===== src/rtl/hrm_outbox_fifo.sv =====
// hrm_outbox_fifo: FWFT output queue for the HRM CPU OUTBOX with count and full/empty status.
// Define OUTBOX_OVERFLOW_EN to add the sticky o_ovf flag for dropped writes.
module hrm_outbox_fifo #(
  parameter int DATA_W     = 8,
  parameter int DEPTH_LOG2 = 5
) (
  input  logic                  clk,
  input  logic                  i_rst_n,
  input  logic                  i_clr,
  input  logic [DATA_W-1:0]     i_data,
  input  logic                  i_wO,
  output logic                  o_full,
  output logic                  o_empty,
  output logic [DEPTH_LOG2:0]   o_count,
  output logic                  o_valid,
  output logic [DATA_W-1:0]     o_data,
  input  logic                  i_ready
`ifdef OUTBOX_OVERFLOW_EN
  ,
  output logic                  o_ovf
`endif
);
  localparam int DEPTH = 2 ** DEPTH_LOG2;
  localparam logic [DEPTH_LOG2:0] FULL = (DEPTH_LOG2 + 1)'(DEPTH);
  localparam logic [DEPTH_LOG2:0] ONE = (DEPTH_LOG2 + 1)'(1);
  logic [DATA_W-1:0] mem [DEPTH];
  logic [DEPTH_LOG2-1:0] wr_ptr, rd_ptr;
  logic [DEPTH_LOG2:0] count;
  logic wr, rd;
  assign o_full  = count == FULL;
  assign o_empty = count == '0;
  assign o_valid = !o_empty;
  assign o_count = count;
  // Head is masked while empty so stale array contents never leak out after reset.
  assign o_data  = o_valid ? mem[rd_ptr] : '0;
  assign wr = i_wO && !o_full;
  assign rd = i_ready && o_valid;
  always_ff @(posedge clk)
    if (wr && !i_clr) mem[wr_ptr] <= i_data;
  always_ff @(posedge clk or negedge i_rst_n)
    if (!i_rst_n) begin
      wr_ptr <= '0;
      rd_ptr <= '0;
      count  <= '0;
    end else if (i_clr) begin
      wr_ptr <= '0;
      rd_ptr <= '0;
      count  <= '0;
    end else begin
      wr_ptr <= wr ? wr_ptr + DEPTH_LOG2'(1) : wr_ptr;
      rd_ptr <= rd ? rd_ptr + DEPTH_LOG2'(1) : rd_ptr;
      count  <= (wr && !rd) ? count + ONE : (rd && !wr) ? count - ONE : count;
    end
`ifdef OUTBOX_OVERFLOW_EN
  always_ff @(posedge clk or negedge i_rst_n)
    if (!i_rst_n) o_ovf <= 1'b0;
    else if (i_clr) o_ovf <= 1'b0;
    else if (i_wO && o_full) o_ovf <= 1'b1;
`endif
endmodule


===== config.mk =====
export PLATFORM = sky130hd
export DESIGN_NAME = hrm_outbox_fifo
export DESIGN_NICKNAME = d
export VERILOG_FILES = /design/src/rtl/hrm_outbox_fifo.sv
export SDC_FILE = /design/constraint.sdc
export NUM_CORES = 1
export LEC_CHECK = 0
export BUFFER_PORTS_ARGS = -buffer_cell sky130_fd_sc_hd__buf_2
export CORE_MARGIN = 3
export CORE_UTILIZATION = 43
export CTS_BUF_LIST = sky130_fd_sc_hd__clkbuf_16
export CTS_CLUSTER_SIZE = 24
export DETAILED_ROUTE_END_ITERATION = 7
export GPL_TIMING_DRIVEN = 0
export HOLD_SLACK_MARGIN = 0.15
export SLEW_MARGIN = 20
export SYNTH_ARGS = -nofsm -noshare
export SYNTH_HDL_FRONTEND = slang
export SYNTH_SLANG_ARGS = --single-unit

===== constraint.sdc =====
create_clock -name clk -period 4.4 [get_ports clk]
set_clock_uncertainty 0.2 [all_clocks]
set_input_delay 0 -clock clk [delete_from_list [all_inputs] [get_ports clk]]
set_output_delay 0 -clock clk [all_outputs]
set_load 0.02 [all_outputs]

==> metrics.csv <==
metric,value,unit
CP Buf/Inv Count,3,
post-synth top area cell,edfxtp_1,
Critical Path RT,4200,ps
Worst setup SP type,flop,
GRT overflow,0,
initial core utilization,0.443,
"Hold Vio Cnt, Final",0,
Max VDD drop,345,uV
crit-path cells,clkbuf_1 -> clkbuf_1 -> mux4_2 -> a22oi_1 -> nand2_1 -> and3_1 -> buf_2,
Area Overhead vs Synth,14.4,%
DRT antenna net count,0,
largest stage delay on the critical path,650,ps
PortBufs,28,
Tmin final,3450,ps
most frequent CP cell,clkbuf_1,
Post-CTS Hold Fix Bufs,15,
hpwl dp,15.2,mm
CTS tree,built,
"Slew Viols, Final",0,
antenna violations before repair,0,
Critical Path Sink Type,output port,
via count,5677,
via/cell ratio,5.67,
number of max-cap violations,0,
clock root buffer master,clkbuf_16,
Antenna diodes,0,
CP Max Fanout,10,
clock-pin slew on the worst setup and hold paths,60,ps
die width,165,microns
GP Congestion,0.824,
hold slack,224,ps
wire length per cell,23.6,microns
DR iter-0 viols,570,
Mapped Nets,610,
"Distinct cells, synth",45,
largest net degree at the start of global routing,33,
total track usage,0.177,
Synth Warn #,0,
TritonCTS Buffers,28,
crit path kind,flop to output port,
status,"complete, no violations",
Nets,683,
"Seq/Total Area, Yosys",0.742,
IO Pins,30,
first-pass GRT wire length,35.8,mm
Core ar.,0.0246,sq mm
"top cells by area, synth","edfxtp_1 (71%), mux4_2 (10%), dfrtp_1 (3.7%)",
Pleak,4.07,nW
Setup TNS,0,ps
Die Y,165,microns
Post-synth EDFFs,256,
fin area,0.0125,sq mm
std cell rows,57,
placed cell areas,0.0114,sq mm
Synth top cells by count,"edfxtp_1 (256), nor2_1 (52), mux4_2 (49), mux2i_1 (33), nand2_1 (22)",
H-tree Lvls,1,
Filler cells,2046,
crit share post-route,0.784,
setup bufs post-CTS,0,
share of layout cells above drive strength 1,0.190,
Pwr Total,6.68,mW
fraction of registers with async set/reset,0.0588,
crit path DAT,3250,ps
Worst-Margin Slew,881,ps
Cell Pwr Density,536,mW/mm^2
Detailed Route WL,23.6,mm
RSZ-0062 raised after global routing,false,
final setup fails,0,
Gate Count Post-Synth,587,
Worst-Skew Late Latency,540,ps
top-count cell post-synth,edfxtp_1,
Achievable Freq,290,MHz
Avg Inst Size Synth,18.6,sq um
Bufs on Longest Clock Path,3,
"Top FF cell, synth",edfxtp_1,
cell family with most CP delay,buffers and inverters,
Yosys reg bits,272,
CP max stage cell,clkbuf_1,
die area,0.0273,sq mm
vias in the first global route,5861,
CTS sink count,272,
Residual DRC,0,
class of the worst hold path,input port to flop,
area share of the largest cell type after synthesis,0.705,
Pre-antenna DRT Iters,5,
post_cts resized,0,
Synth Cell Area,0.0109,sq mm
headroom to the max-slew limit,0.411,
[metal layers]
metal | share of wire | up-vias | wire [microns] | GRT usage
li1 | - | 2501 | - | -
met1 | 0.44 | 2938 | 10500 | 0.253
met2 | 0.47 | 194 | 11100 | 0.286
met3 | 0.063 | 44 | 1480 | 0.0289
met4 | 0.025 | 0 | 582 | 0.0469
met5 | 0 | - | 0 | 0
[kinds of logic (layout without fill, tap and decap cells)]
| kind of cell | Yosys count | after routing | synth area share |
|---|---|---|---|
| flops | 272 | 272 | 0.742 |
| simple gates | 110 | 110 | 0.0473 |
| fa+ha+maj | 10 | 10 | 0.0122 |
| xor+xnor | 11 | 11 | 0.00953 |
| compound gates | 62 | 62 | 0.0413 |
| mux | 83 | 83 | 0.133 |
| buf+inv | 39 | 130 | 0.0152 |
[flip-flops by register name (all words and copies together) (netlist names)]
signal / cells
wr_ptr: 5
o_count: 6
rd_ptr: 5
mem: 256
[stage by stage]
step,std cells,util,setup slack [ps]
4_1_cts,1002,0.507,951
3_5_place_dp,939,0.465,1030
6_report,1002,0.507,949
2_1_floorplan,587,-,1220
3_3_place_gp,939,0.465,1060
5_1_grt,1002,0.507,800
[report_power, final]
group	total (mW)	internal [mW]	leakage (nW)	switching, mW
registers	2.92	2.88	2.52	0.0434
logic	1.51	0.656	1.11	0.855
clock network	2.24	1.32	0.439	0.926
[worst paths after layout]
path,slack [ps],end,cells after the start,startpoint
min in group asynchronous,420,rd_ptr[0],3,i_rst_n
hold reg to reg,410,o_count[2],2,o_count[2]
hold / removal,220,rd_ptr[4],3,i_clr
max in group asynchronous,3090,wr_ptr[3],3,i_rst_n
setup / recovery,950,o_data[2],7,rd_ptr[1]
setup reg to reg,990,o_count[5],9,o_count[0]
[layout make-up]
| cell class | count | area [sq um] | share of cell area |
|---|---|---|---|
| flip-flops and latches | 272 | 8090 | 0.649 |
| multi-input cells | 276 | 2650 | 0.212 |
| clock buffers | 28 | 701 | 0.0562 |
| well taps | 324 | 405 | 0.0325 |
| repair buffers | 43 | 290 | 0.0233 |
| clock inverters | 20 | 169 | 0.0136 |
| plain buffers | 32 | 139 | 0.0111 |
| inverters | 7 | 26.3 | 0.00211 |
[placed cells by master (no fill, tap or decap), drive strengths merged, types with 2 or more instances in the layout]
| cell | instances |
|---|---|
| edfxtp | 256 |
| dfrtp | 16 |
| xor2 | 6 |
| nor2b | 3 |
| mux2i | 33 |
| ha | 9 |
| a211oi | 9 |
| clkinv | 13 |
| nand4 | 3 |
| nand3 | 6 |
| or3b | 2 |
| xnor2 | 5 |
| o22ai | 7 |
| dlygate4sd3 | 15 |
| bufinv | 3 |
| and3 | 7 |
| or3 | 3 |
| mux4 | 49 |
| nand3b | 5 |
| nand2 | 23 |
| and2 | 2 |
| a22oi | 14 |
| a22o | 2 |
| o21ai | 2 |
| o31ai | 2 |
| inv | 11 |
| buf | 40 |
| clkbuf | 48 |
| nor2 | 52 |
| nor3 | 2 |
| o221ai | 8 |
| a21oi | 12 |
[worst register-to-register path: cells and delay by family (launching register included)]
kind / cells / cell delay (ps)
AO/OA/AOI/OAI: 4 / 920
flip-flops: 1 / 450
AND/OR/NAND/NOR: 2 / 760
multiplexers: 2 / 640
adder cells (fa/ha/maj): 1 / 330
Power figures use the tool's default switching activity.
